--- config.mk ---
export PLATFORM = sky130hd
export DESIGN_NAME = sram_rr_arbiter
export DESIGN_NICKNAME = d
export VERILOG_FILES = /design/src/rtl/sram_rr_arbiter_pkg.sv /design/src/rtl/sram_rr_arbiter_pick2.sv /design/src/rtl/sram_rr_arbiter.sv
export SDC_FILE = /design/constraint.sdc
export NUM_CORES = 1
export LEC_CHECK = 0
export ABC_AREA = 1
export BUFFER_PORTS_ARGS = -buffer_cell sky130_fd_sc_hd__buf_2
export CAP_MARGIN = 15
export CELL_PAD_IN_SITES_DETAIL_PLACEMENT = 1
export CELL_PAD_IN_SITES_GLOBAL_PLACEMENT = 1
export CORE_UTILIZATION = 30
export DETAILED_ROUTE_END_ITERATION = 8
export PLACE_DENSITY = 0.89
export SLEW_MARGIN = 10
export SYNTH_ARGS = -nofsm -noshare
export SYNTH_HDL_FRONTEND = slang
export SYNTH_SLANG_ARGS = --single-unit
--- constraint.sdc ---
create_clock -name clk -period 2.4 [get_ports clk]
set_clock_uncertainty 0.05 [all_clocks]
set_input_delay 0 -clock clk [delete_from_list [all_inputs] [get_ports clk]]
set_output_delay 0 -clock clk [all_outputs]
set_load 0.02 [all_outputs]
--- src/rtl/sram_rr_arbiter_pkg.sv ---
// Shared definitions for the two-client SRAM round-robin arbiter: default widths,
// client id encoding and lock-owner state encoding.
package sram_rr_arbiter_pkg;

    localparam int unsigned DefAddrW = 4;
    localparam int unsigned DefDataW = 8;

    typedef enum logic {
        Client0 = 1'b0,
        Client1 = 1'b1
    } client_e;

    typedef enum logic [1:0] {
        OwnIdle = 2'd0,
        Own0    = 2'd1,
        Own1    = 2'd2
    } owner_e;

endpackage

--- src/rtl/sram_rr_arbiter_pick2.sv ---
// Combinational two-way round-robin pick: ties go to the client not granted last;
// mask_i removes clients that may not be granted this cycle.
module rr_pick2
    import sram_rr_arbiter_pkg::*;
(
    input  logic [1:0] req_i,
    input  logic [1:0] mask_i,
    input  logic       last_gnt_i,
    output logic [1:0] gnt_o
);

    logic [1:0] eligible;

    always_comb begin
        eligible = req_i & mask_i;
        gnt_o    = eligible;
        if (eligible == 2'b11) begin
            gnt_o = (last_gnt_i == Client1) ? 2'b01 : 2'b10;
        end
    end

endmodule

--- src/rtl/sram_rr_arbiter.sv ---
// Two-client round-robin arbiter and access sequencer for a 16x8 synchronous-read SRAM.
// Optional ownership locking is built when SRAM_ARB_LOCK_EN is defined.
module sram_rr_arbiter
    import sram_rr_arbiter_pkg::*;
#(
    parameter int unsigned ADDR_W = DefAddrW,
    parameter int unsigned DATA_W = DefDataW
) (
    input  logic              clk,
    input  logic              reset,
`ifdef SRAM_ARB_LOCK_EN
    input  logic              lock0,
    input  logic              lock1,
`endif
    input  logic              req0,
    input  logic              req1,
    input  logic              we0,
    input  logic              we1,
    input  logic [ADDR_W-1:0] addr0,
    input  logic [ADDR_W-1:0] addr1,
    input  logic [DATA_W-1:0] wdata0,
    input  logic [DATA_W-1:0] wdata1,
    output logic              gnt0,
    output logic              gnt1,
    output logic              rvalid0,
    output logic              rvalid1,
    output logic [DATA_W-1:0] rdata,
    output logic              sram_write_en,
    output logic              sram_read_en,
    output logic [ADDR_W-1:0] sram_address,
    output logic [DATA_W-1:0] sram_data_in,
    input  logic [DATA_W-1:0] sram_data_out
);

    logic [1:0]        req, mask, pick, gnt;
    logic              accept, we_sel;
    logic [ADDR_W-1:0] addr_sel;
    logic [DATA_W-1:0] wdata_sel;

    logic              last_gnt_q;
    logic              write_en_q, read_en_q;
    logic [ADDR_W-1:0] address_q;
    logic [DATA_W-1:0] data_in_q;
    logic              s1_valid_q, s1_id_q;
    logic [1:0]        rvalid_q;

    assign req = {req1, req0};

    rr_pick2 u_pick (
        .req_i      (req),
        .mask_i     (mask),
        .last_gnt_i (last_gnt_q),
        .gnt_o      (pick)
    );

    assign gnt  = reset ? 2'b00 : pick;
    assign gnt0 = gnt[0];
    assign gnt1 = gnt[1];

`ifdef SRAM_ARB_LOCK_EN
    owner_e owner_q, owner_d;

    // Owner drops back to idle on an unlocked access or when its request lapses.
    always_comb begin
        owner_d = owner_q;
        mask    = 2'b11;
        case (owner_q)
            OwnIdle: begin
                if (gnt[0] && lock0) begin
                    owner_d = Own0;
                end else if (gnt[1] && lock1) begin
                    owner_d = Own1;
                end
            end
            Own0: begin
                mask = 2'b01;
                if ((gnt[0] && !lock0) || !req0) begin
                    owner_d = OwnIdle;
                end
            end
            Own1: begin
                mask = 2'b10;
                if ((gnt[1] && !lock1) || !req1) begin
                    owner_d = OwnIdle;
                end
            end
            default: owner_d = OwnIdle;
        endcase
    end

    always_ff @(posedge clk or posedge reset) begin
        if (reset) begin
            owner_q <= OwnIdle;
        end else begin
            owner_q <= owner_d;
        end
    end
`else
    assign mask = 2'b11;
`endif

    assign accept    = |gnt;
    assign we_sel    = gnt[1] ? we1 : we0;
    assign addr_sel  = gnt[1] ? addr1 : addr0;
    assign wdata_sel = gnt[1] ? wdata1 : wdata0;

    always_ff @(posedge clk or posedge reset) begin
        if (reset) begin
            last_gnt_q <= Client1;
            write_en_q <= 1'b0;
            read_en_q  <= 1'b0;
            address_q  <= '0;
            data_in_q  <= '0;
            s1_valid_q <= 1'b0;
            s1_id_q    <= Client0;
            rvalid_q   <= 2'b00;
        end else begin
            write_en_q <= accept && we_sel;
            read_en_q  <= accept && !we_sel;
            if (accept) begin
                address_q  <= addr_sel;
                data_in_q  <= wdata_sel;
                last_gnt_q <= gnt[1];
            end
            // Only reads carry a tag; the second stage is the one-hot rvalid itself.
            s1_valid_q <= accept && !we_sel;
            s1_id_q    <= gnt[1];
            rvalid_q   <= {s1_valid_q && (s1_id_q == Client1),
                           s1_valid_q && (s1_id_q == Client0)};
        end
    end

    assign sram_write_en = write_en_q;
    assign sram_read_en  = read_en_q;
    assign sram_address  = address_q;
    assign sram_data_in  = data_in_q;
    assign rvalid0       = rvalid_q[0];
    assign rvalid1       = rvalid_q[1];
    assign rdata         = sram_data_out;

endmodule

---- After elaboration in Yosys (flattened, before gate mapping) ----
Index checks and enable logic that the tools add are counted.
word-level totals
  memories kept ........................... 0
  latch bits .............................. 0
  input port bits ......................... 38
  bits in writable memories ............... 0
  ROM bits ................................ 0
  register bits ........................... 18
  output and inout bits ................... 26
  word-level logic and storage cells ...... 21
cells by class
  div/mod/pow operators ................... 0
  eq/ne operators ......................... 1
  bitwise operators ....................... 1
  shift operators ......................... 0
  $mul .................................... 0
  order comparisons ....................... 0
  reductions and logical operators ........ 6
  multiplexer cells ....................... 6
  add/subtract/negate cells ............... 0
operators by type and width
  kind                                        number
  8-bit two-way mux                           1
  2-bit two-way mux                           3
  1-bit logical AND                           4
  4-bit two-way mux                           1
  2-bit equality test, second input constant  1
  2-bit OR reduction                          1
  1-bit logical NOT                           1
  1-bit two-way mux                           1
  1-bit inverter                              1

---- Logic depth before layout (Yosys ltp) ----
Gate-level depths: netlist of the first run.
  depth in word-level cells ............... 6
  gate-level depth with buffers ........... 6
  depth with buffers taken out ............ 5

---- Cells and area by module ----
A second synthesis of the first run with hierarchy kept.
second synthesis, totals
  cell total of the unflattened synthesis .. 145
  area, all modules ....................... 1023.5 sq um
by module, submodules not included
  module           cells each  area each (sq um)  times used  sequential area each (sq um)
  sram_rr_arbiter  137         992.2              1           451.7
  rr_pick2         8           31.3               1           0.0

---- Worst setup path before layout of the first run ----
No wires, ideal clock.
  path type ............................... register to register
  start point ............................. register last_gnt_q
  end point ............................... register s1_id_q
  stages on the path, launching flop included .. 5
  setup slack ............................. 1215 ps
  path buffers ............................ 1
  data arrival time ....................... 983 ps
  library setup time ...................... 152 ps
  period minus slack after synthesis ...... 1185 ps
  data required time ...................... 2198 ps
  path through ............................ dfstp_2 -> nand2_2 -> nand3_2 -> buf_2 -> inv_1
on the way
  word-level cells in the longest chain between the ends .. 3
ends and longest elaborated chain
  what                    RTL line                     source
  from (decl)             sram_rr_arbiter.sv:40        logic last_gnt_q;
  from (signal assigned)  sram_rr_arbiter.sv:109       last_gnt_q <= Client1;
  from (signal assigned)  sram_rr_arbiter.sv:123       last_gnt_q <= gnt[1];
  2-bit two-way mux       sram_rr_arbiter_pick2.sv:18  gnt_o = (last_gnt_i == Client1) ? 2'b01 : 2'b10;
  2-bit two-way mux       sram_rr_arbiter_pick2.sv:17  if (eligible == 2'b11) begin
  2-bit two-way mux       sram_rr_arbiter.sv:56        assign gnt = reset ? 2'b00 : pick;
  net gnt1                sram_rr_arbiter.sv:24        output logic gnt1,
  to (signal assigned)    sram_rr_arbiter.sv:115       s1_id_q <= Client0;
  to (signal assigned)    sram_rr_arbiter.sv:127       s1_id_q <= gnt[1];
  to (decl)               sram_rr_arbiter.sv:44        logic s1_valid_q, s1_id_q;
The timed path passes the listed nets, and every way through them passes these cells.
A chain may end at the register's enable or synchronous reset.

---- Worst setup path in the final report of the first run ----
  start point ............................. input port reset
  end point ............................... register data_in_q[3], in the netlist sram_data_in[3]
on the way
  word-level cells in the longest chain between the ends .. 2
  elaborated cells on any way between the ends .. 3
  those cells by class .................... 2 x mux; 1 x reduce/logical
ends and longest elaborated chain
  what                                                            RTL line                                        source
  from (decl)                                                     sram_rr_arbiter.sv:10                           input logic reset,
  2-bit two-way mux *                                             sram_rr_arbiter.sv:56
  8-bit two-way mux / 2-bit OR reduction (equally long branches)  sram_rr_arbiter.sv:105, sram_rr_arbiter.sv:102
  to (signal assigned)                                            sram_rr_arbiter.sv:122                          data_in_q <= wdata_sel;
  to (decl)                                                       sram_rr_arbiter.sv:43                           logic [DATA_W-1:0] data_in_q;
Mark *: on every way between the ends. The rest lies on a longest branch, timed or not.

==> results.md, run 1 <==
- Status: finished with violations
- Failing checks: negative hold slack
- Sw Ratio: 33.6%
- WP data arrival: 2.34 ns
- Core Footprint: 0.00313 mm^2
- Synth unique cells: 18
- Pre-antenna DRT Iters: 4
- CTS tree: yes
- R2r endpoint: s1_valid_q
- Yosys top cell area share: 42.2%
- Routed Antenna Nets: 0
- H-Tree Level Count: 1
- Critical path's top delay family: buffers and inverters
- Share of total power in sequential cells: 44.4%
- CP cell instances: dlygate4sd3_1 -> buf_2 -> inv_2 -> o21ai_2 -> inv_2 -> nand3_1 -> dlygate4sd3_1 -> nand2_1
- Worst R2R Setup Slack: 0.40 ns
- Slew headroom: 58.6%
- Power density over cell area: 523 mW/mm^2
- Die X-Extent: 59.9 um
- Worst Hold Path EP: sram_address[0]
- Max clock buf depth: 2
- Yosys warns: 0
- Initial Utilization: 32.2%
- Lkg Pwr: 0.914 nW
- Synth Register Bits: 18
- Tightest Pin Transition: 0.621 ns
- ANT cells: 0
- Post-synth EDFFs: 0
- Mapped cell area: 0.00101 mm^2
- DR vias/cell: 4.54
- Hold Path Origin: addr0[0]
- Cell taking the most area after synthesis: dfrtp_1
- Clock network latency to the later pin of the worst-skew pair: 0.29 ns
- RSZ-0062 raised after global routing: no
- Final Hold Fails: 1
- Initial DRC Count: 22
- WHS: -0.0116 ns
- Final nets: 245
- TritonCTS buffer count: 3
- DRC errors left: 0
- GR Util All Layers: 20.3%
- Sequential area share after synthesis: 44.8%
- Critical R2R Launch: last_gnt_q
- Setup violators final: 0
- Most common cell in the netlist: nand2_1
- Max-cap violations: 0
- Hold path cells: 5
- Minimum clock period: 2.15 ns
- PortBufs: 47
- Ys async rst share: 100%
- Hold Path Class: input pin to flop
- GP Congestion: 0.754
- First-pass GRT wire length: 5.29 mm
- Slowest CP cell: dlygate4sd3_1
- Final instance area: 0.00155 mm^2
- Worst-path clk slew: 0.11 ns
- Count of pins over their slew limit: 0
- Fillers: 417
- Clk network pwr share: 23.7%
- Final period util: 89.4%
- Peak supply drop: 0.172 mV
- I/O Pins: 64
- GR Overflow Total: 0
- CP Class: input pin to flop
- Pin count of the biggest net entering global routing: 21
- Clk root buf: clkbuf_4
- Area added between synthesis and finish: 53.7%
- Worst setup EP type: flop
- Dpl hpwl: 2.16 mm
- Startpoint Class: input pin
- Setup TNS: 0 ns
- Crit-path max FO: 20
- Row count: 20
- Slowest cell delay on critical path: 0.57 ns
- CP bufs+invs: 5
- Comb power frac: 31.9%
- Required time of the critical path: 2.59 ns
- Mapped Nets: 175
- Syn Inst Count: 137
- CTS Hold Bufs: 31
- Net load switching power: 272 uW
- Ys flop type: dfrtp_1
- Die height: 59.9 um
- Post-synth top cells: 39 x nand2_1, 30 x inv_1, 24 x nand3_1
- Initial antenna violation count: 0
- Routed wire length per instance: 12.7 um
- Layout cells sized above 1: 28.6%
- Average cell area after synthesis: 7.35 um^2
- Reg2reg path depth: 5
- Vias in the first global route: 1,199
- Post-cts gate resize count: 0
- DP Area: 0.00120 mm^2
- F_max: 466 MHz
- Cell-internal power: 538 uW
- Clk sink count: 18
- Post-CTS Setup Bufs: 0
- Die Area: 0.00359 mm^2
- Area contributors post-synth: dfrtp_1 42%, nand2_1 15%, nand3_1 12%, inv_1 11%, buf_4 7.5%
- Total number of vias: 1,134
- Final wirelength: 3.18 mm
## registers in the layout, indices dropped and copies added, names as in the netlist
name	flops
sram_data_in	8
sram_address	4
rvalid_q	2
last_gnt_q	1
s1_id_q	1
s1_valid_q	1
sram_write_en	1
## worst min-delay path: stages
cell and delay [ns]:
buf_2 0.07, inv_1 0.03, nand2_1 0.06, nand3_1 0.07, nand2_1 0.07
## layer usage
metal  vias to the layer above  wire length, um  track usage, %
met5                         -                0               0
met4                         0              138            12.6
met3                        14              136            1.95
met2                        59             1780            38.4
met1                       524             1120            21.2
li1                        537                -               -
## power groups by stage
stage          combinational (mW)  sequential [mW]  clock (mW)
3_3_place_gp                0.196            0.362           0
4_1_cts                     0.257            0.358       0.195
6_report                    0.258            0.359       0.192
3_5_place_dp                0.204            0.364           0
2_1_floorplan               0.104            0.403           0
5_1_grt                     0.283            0.364       0.209
## stage by stage
stage | hold WS (ns) | setup slack, ns | cells | total power, mW | utilization (%)
after global routing | 0.0209 | 0.0421 | 250 | 0.857 | 49.5
after CTS | 0.000130 | 0.244 | 250 | 0.811 | 49.5
final | -0.0116 | 0.254 | 250 | 0.810 | 49.5
after detailed placement | -0.0498 | 0.981 | 215 | 0.569 | 38.4
after global placement | -0.0498 | 1.05 | 215 | 0.558 | 38.4
after floorplan | -0.195 | 1.22 | 137 | 0.507 | -
## cells by family (layout without fill, tap and decap cells)
family / count (synthesis) / in the layout / share of synthesized area (%)
buffers and inverters: 46 / 115 / 21.9
AO/OA/AOI/OAI: 4 / 4 / 2.61
flip-flops: 18 / 18 / 44.8
AND/OR/NAND/NOR: 69 / 69 / 30.7
## worst max-delay path by stage
stage	from	end	slack, ns	cells after the start
final	reset	sram_data_in[3]	0.25	8
after global routing	reset	sram_data_in[6]	0.04	8
after CTS	reset	sram_address[2]	0.24	8
after detailed placement	last_gnt_q	sram_write_en	0.98	5
after global placement	reset	sram_address[1]	1.05	6
after floorplan	last_gnt_q	s1_id_q	1.22	4
## placed cells by master, fill, tap and decap left out
cell	netlist	layout
inv_2	3	3
nor2_1	2	2
o21ai_0	1	1
nand3_1	24	24
nand2_1	39	39
buf_2	2	47
nand2_2	1	1
dfrtp_1	17	17
inv_1	30	30
dfstp_2	1	1
o21ai_2	1	1
a21oi_1	1	1
nand3b_1	1	1
nand3_2	1	1
dlygate4sd3_1	0	31
a211oi_1	1	1
clkbuf_4	0	3
clkbuf_8	0	1
nor2_4	1	1
## area by class of cell
type	instances	area (um^2)	share of cell area, %
multi-input combinational	73	335	21.7
tap	44	55.1	3.56
sequential	18	452	29.2
timing repair buffer	78	546	35.2
inverter	33	124	8.00
clock buffer	4	36.3	2.34
(Power assumes the default switching activity.)
==> run 2: changes to the inputs <==
REMOVE_ABC_BUFFERS = 1   (was not set)
SKIP_LAST_GASP = 1   (was not set)
==> run 2 against run 1 <==
The run still ends with negative hold slack left. Clock power is 6% higher. Utilization increased by 0.32 points. Maximum frequency decreased by 2.5%. Cell count rose by 0.40%. Wire length grew 8.8%. Non-clock buffer count rose by 1. Sequential share of layout area shrank 0.19 points. Global-route usage increased by 1.4 points. First-iteration DRC count rose by 59%. Largest power group unchanged. Highest routed layer unchanged.
==> results.md, run 2 (synthesized netlist as in run 1, its figures left out) <==
- Die Area: 0.00359 mm^2 (unchanged)
- Most frequent cells in the layout: 47 x buf_2, 39 x nand2_1, 32 x dlygate4sd3_1 (was 47 x buf_2, 39 x nand2_1, 31 x dlygate4sd3_1)
- Dpl hpwl: 2.07 mm (was 2.16 mm)
- PnR worst setup slack: 0.200 ns (was 0.254 ns)
- Core Footprint: 0.00313 mm^2 (unchanged)
- DR vias/cell: 4.49 (was 4.54)
- Setup violators final: 0 (unchanged)
- PortBufs: 47 (unchanged)
- Initial DRC Count: 35 (was 22)
- First-pass GRT wire length: 5.78 mm (was 5.29 mm)
- Hold path cells: 5 (unchanged)
- Vias in the first global route: 1,221 (was 1,199)
- Final Instance Count excl. Fillers: 251 (was 250)
- Initial Utilization: 32.2% (unchanged)
- Worst setup EP type: flop (unchanged)
- Routed wire length per instance: 13.8 um (was 12.7 um)
- Pin count of the biggest net entering global routing: 21 (unchanged)
- Final wirelength: 3.46 mm (was 3.18 mm)
- Final period util: 91.7% (was 89.4%)
- Pwr Total: 823 uW (was 810 uW)
- Die height: 59.9 um (unchanged)
- Pre-antenna DRT Iters: 4 (unchanged)
- Post-cts gate resize count: 0 (unchanged)
- Startpoint Class: input pin (unchanged)
- CTS tree: yes (unchanged)
- Routed Antenna Nets: 0 (unchanged)
- RSZ-0062 raised after global routing: no (unchanged)
- Placed cells: 215 (unchanged)
- Power density over cell area: 528 mW/mm^2 (was 523 mW/mm^2)
- Leading cell type in the layout, fill and taps excluded: buf_2 (unchanged)
- Minimum clock period: 2.20 ns (was 2.15 ns)
- Final Hold Fails: 1 (unchanged)
- Failing checks: negative hold slack (unchanged)
- Clock network latency to the later pin of the worst-skew pair: 0.31 ns (was 0.29 ns)
- F_max: 454 MHz (was 466 MHz)
- GR Util All Layers: 21.8% (was 20.3%)
- Area added between synthesis and finish: 54.7% (was 53.7%)
- Peak supply drop: 0.178 mV (was 0.172 mV)
- Initial antenna violation count: 0 (unchanged)
- GR Overflow Total: 0 (unchanged)
- Lkg Pwr: 0.918 nW (was 0.914 nW)
- I/O Pins: 64 (unchanged)
- Max FFs per register: 8 (unchanged)
- Setup TNS: 0 ns (unchanged)
- Reg2reg path depth: 6 (was 5)
- Final nets: 246 (was 245)
- Pre-CTS setup slack: 0.959 ns (was 0.981 ns)
- DP Area: 0.00120 mm^2 (unchanged)
- Max-cap violations: 0 (unchanged)
- Worst-path clk slew: 0.12 ns (was 0.11 ns)
- DRC errors left: 0 (unchanged)
- CP Class: input pin to flop (unchanged)
- Tightest Pin Transition: 0.685 ns (was 0.621 ns)
- H-Tree Level Count: 1 (unchanged)
- Fillers: 409 (was 417)
- WHS: -0.00221 ns (was -0.0116 ns)
- Hold Path Class: input pin to flop (unchanged)
- Slew headroom: 54.3% (was 58.6%)
- Area of the multi-input gates: 335 um^2 (unchanged)
- Required time of the critical path: 2.61 ns (was 2.59 ns)
- GP Congestion: 0.733 (was 0.754)
- ANT cells: 0 (unchanged)
- Post-CTS Setup Bufs: 0 (unchanged)
- Crit-path max FO: 20 (unchanged)
- Utilization after layout: 49.8% (was 49.5%)
- Clk sink count: 18 (unchanged)
- CTS Hold Bufs: 32 (was 31)
- Total number of vias: 1,128 (was 1,134)
- TritonCTS buffer count: 3 (unchanged)
- Clk root buf: clkbuf_4 (unchanged)
- Status: finished with violations (unchanged)
- Count of pins over their slew limit: 0 (unchanged)
- Die X-Extent: 59.9 um (unchanged)
- Final instance area: 0.00156 mm^2 (was 0.00155 mm^2)
- Reg area: 452 um^2 (unchanged)
- Layout cells sized above 1: 28.5% (was 28.6%)
- Max clock buf depth: 2 (unchanged)
- Row count: 20 (unchanged)
- WP data arrival: 2.41 ns (was 2.34 ns)
-- run 2: cell types whose count changed in the layout (fill, tap and decap cells not counted), sizes merged --
cell,before,now
dlygate4sd3,31,32
-- run 2: routing by layer --
| layer | GRT usage (%) | vias up | share of wire (%) |
|---|---|---|---|
| met4 | 8.31 | 0 | 2.3 |
| met5 | 0 | - | 0 |
| met2 | 37.1 | 41 | 51 |
| li1 | - | 539 | - |
| met1 | 27.2 | 537 | 42 |
| met3 | 3.68 | 11 | 4.8 |
-- run 2: worst max-delay path: stages --
cell,delay (ns)
dlygate4sd3_1,0.54
buf_2,0.16
inv_2,0.35
o21ai_2,0.33
inv_2,0.28
nand3_1,0.12
dlygate4sd3_1,0.56
nand2_1,0.08
-- run 2: cell type report --
type / count / share of cell area (%)
clock buffers: 4 / 2.33
inverters: 33 / 7.95
multi-input cells: 73 / 21.5
flip-flops and latches: 18 / 29.0
well taps: 44 / 3.53
repair buffers: 79 / 35.7
-- run 2: power breakdown --
part / internal [mW] / total, mW / switching (mW)
Sequential: 0.340 / 0.360 / 0.0200
Combinational: 0.107 / 0.260 / 0.154
Clock: 0.0927 / 0.203 / 0.110
Total: 0.539 / 0.823 / 0.284
-- run 2: final timing paths --
kind	start	to	slack, ns
worst max register to register	last_gnt_q	sram_data_in[1]	0.42
min in group asynchronous	reset	rvalid_q[0]	0.22
worst min-delay path	wdata1[3]	sram_data_in[3]	-0.002
max in group asynchronous	reset	last_gnt_q	1.72
worst min register to register	s1_id_q	rvalid_q[0]	0.40
worst max-delay path	reset	sram_data_in[4]	0.20
==> run 3: changes to the inputs <==
--- a/config.mk
+++ b/config.mk
@@ -13,5 +13,5 @@
 export CORE_UTILIZATION = 30
 export DETAILED_ROUTE_END_ITERATION = 8
-export PLACE_DENSITY = 0.89
+export PLACE_DENSITY = 0.92
 export REMOVE_ABC_BUFFERS = 1
 export SKIP_LAST_GASP = 1
--- a/constraint.sdc
+++ b/constraint.sdc
@@ -3,3 +3,3 @@
 set_input_delay 0 -clock clk [delete_from_list [all_inputs] [get_ports clk]]
 set_output_delay 0 -clock clk [all_outputs]
-set_load 0.02 [all_outputs]
+set_load 0.1 [all_outputs]
==> run 3 against run 2 <==
The flow now finishes without violations. Count of clock-buffer cells in the layout did not move. Highest routed layer unchanged. Largest power group is now combinational logic. Non-clock buffer count did not move. Cell count did not move. Critical endpoint is now sram_data_in[1]. Sequential share of layout area did not move. Clock power fell by 5%. First-iteration DRC count rose by 2.9%.
==> results.md, run 3 (synthesized netlist as in run 1, its figures left out) <==
- Row count: 20 (unchanged)
- Lkg Pwr: 0.917 nW (was 0.918 nW)
- CTS Hold Bufs: 32 (unchanged)
- Initial Utilization: 32.2% (unchanged)
- Minimum clock period: 2.19 ns (was 2.20 ns)
- Final wirelength: 3.24 mm (was 3.46 mm)
- ANT cells: 0 (unchanged)
- DP Area: 0.00120 mm^2 (unchanged)
- Required time of the critical path: 2.60 ns (was 2.61 ns)
- GRT met2 Usage: 37.6% (was 37.1%)
- WP data arrival: 2.39 ns (was 2.41 ns)
- Setup violators final: 0 (unchanged)
- Most frequent cells in the layout: 47 x buf_2, 39 x nand2_1, 32 x dlygate4sd3_1 (unchanged)
- Leading cell type in the layout, fill and taps excluded: buf_2 (unchanged)
- Worst Hold Path EP: sram_address[2] (was sram_data_in[3])
- Total number of vias: 1,098 (was 1,128)
- Final period util: 91.2% (was 91.7%)
- Setup TNS: 0 ns (unchanged)
- Max-cap violations: 0 (unchanged)
- Clock network latency to the later pin of the worst-skew pair: 0.30 ns (was 0.31 ns)
- First-pass GRT wire length: 5.16 mm (was 5.78 mm)
- Final nets: 246 (unchanged)
- Clk root buf: clkbuf_4 (unchanged)
- CP Class: input pin to flop (unchanged)
- Worst-path clk slew: 0.10 ns (was 0.12 ns)
- Hold Path Origin: addr0[2] (was wdata1[3])
- Die Area: 0.00359 mm^2 (unchanged)
- Slew headroom: 33.8% (was 54.3%)
- Power density over cell area: 683 mW/mm^2 (was 528 mW/mm^2)
- Post-cts gate resize count: 0 (unchanged)
- Placed cells: 215 (unchanged)
- Pre-antenna DRT Iters: 4 (unchanged)
- Met1 Track Usage GR: 22.4% (was 27.2%)
- Reg2reg path depth: 5 (was 6)
- F_max: 457 MHz (was 454 MHz)
- I/O Pins: 64 (unchanged)
- GR Util All Layers: 20.1% (was 21.8%)
- Max clock buf depth: 2 (unchanged)
- Clk sink count: 18 (unchanged)
- Vias in the first global route: 1,113 (was 1,221)
- PnR worst setup slack: 0.211 ns (was 0.200 ns)
- Worst setup EP type: flop (unchanged)
- Hold Path Class: input pin to flop (unchanged)
- Initial antenna violation count: 0 (unchanged)
- DR vias/cell: 4.37 (was 4.49)
- Area added between synthesis and finish: 54.7% (unchanged)
- Die height: 59.9 um (unchanged)
- PortBufs: 47 (unchanged)
- Final instance area: 0.00156 mm^2 (unchanged)
- GP Congestion: 0.740 (was 0.733)
- Layout cells sized above 1: 28.5% (unchanged)
- Utilization after layout: 49.8% (unchanged)
- Final Instance Count excl. Fillers: 251 (unchanged)
- Routed wire length per instance: 12.9 um (was 13.8 um)
- Critical R2R Launch: last_gnt_q (unchanged)
- DRC errors left: 0 (unchanged)
- WHS: 0.000585 ns (was -0.00221 ns)
- Dpl hpwl: 2.02 mm (was 2.07 mm)
- Worst R2R Setup Slack: 0.43 ns (was 0.42 ns)
- Post-CTS Setup Bufs: 0 (unchanged)
- TritonCTS buffer count: 3 (unchanged)
- Peak supply drop: 0.298 mV (was 0.178 mV)
- Final Hold Fails: 0 (was 1)
- Startpoint Class: input pin (unchanged)
- GR Overflow Total: 0 (unchanged)
- Pin count of the biggest net entering global routing: 21 (unchanged)
- Initial DRC Count: 36 (was 35)
- CTS tree: yes (unchanged)
- Tightest Pin Transition: 0.990 ns (was 0.685 ns)
- R2r endpoint: s1_valid_q (was sram_data_in[1])
- Pre-CTS setup slack: 0.863 ns (was 0.959 ns)
- Max FFs per register: 8 (unchanged)
- Core Footprint: 0.00313 mm^2 (unchanged)
- Status: finished clean (was finished with violations)
- Crit-path max FO: 20 (unchanged)
- Count of pins over their slew limit: 0 (unchanged)
- Routed Antenna Nets: 0 (unchanged)
- RSZ-0062 raised after global routing: no (unchanged)
- Fillers: 417 (was 409)
- Pwr Total: 1.06 mW (was 823 uW)
- Die X-Extent: 59.9 um (unchanged)
- H-Tree Level Count: 1 (unchanged)
- Met3 usage: 2.38% (was 3.68%)
- Gr busiest metal: met2 (unchanged)
- Hold path cells: 5 (unchanged)
==> run 3: metal layers <==
| layer | routed length, um | vias to the layer above |
|---|---|---|
| met5 | 0 | - |
| met1 | 1280 | 525 |
| met4 | 59 | 0 |
| li1 | - | 538 |
| met2 | 1790 | 31 |
| met3 | 107 | 4 |
==> run 3: cell type report <==
cell class	instances	area, um^2	area share [%]
clock buffers	4	36.3	2.33
inverters	33	124	7.95
multi-input cells	73	335	21.5
flip-flops and latches	18	452	29.0
well taps	44	55.1	3.53
repair buffers	79	556	35.7
==> run 3: worst max-delay path by stage <==
| stage | start | end | cells past startpoint |
|---|---|---|---|
| final | reset | sram_data_in[1] | 8 |
| after CTS | reset | sram_address[0] | 8 |
| after floorplan | last_gnt_q | gnt0 | 2 |
| after global routing | reset | sram_address[3] | 8 |
| after detailed placement | last_gnt_q | gnt1 | 4 |
| after global placement | last_gnt_q | gnt1 | 4 |
==> run 3: where the power goes <==
| group | leakage (nW) | internal [mW] | switching, mW |
|---|---|---|---|
| clock network | 0.0210 | 0.0926 | 0.0999 |
| registers | 0.223 | 0.340 | 0.0196 |
| logic | 0.673 | 0.106 | 0.406 |
| total | 0.917 | 0.539 | 0.525 |
==> run 3: critical path: stages <==
cell and delay [ns]:
dlygate4sd3_1 0.55, buf_2 0.16, inv_2 0.33, o21ai_2 0.31, inv_2 0.27, nand3_1 0.12, dlygate4sd3_1 0.57, nand2_1 0.06
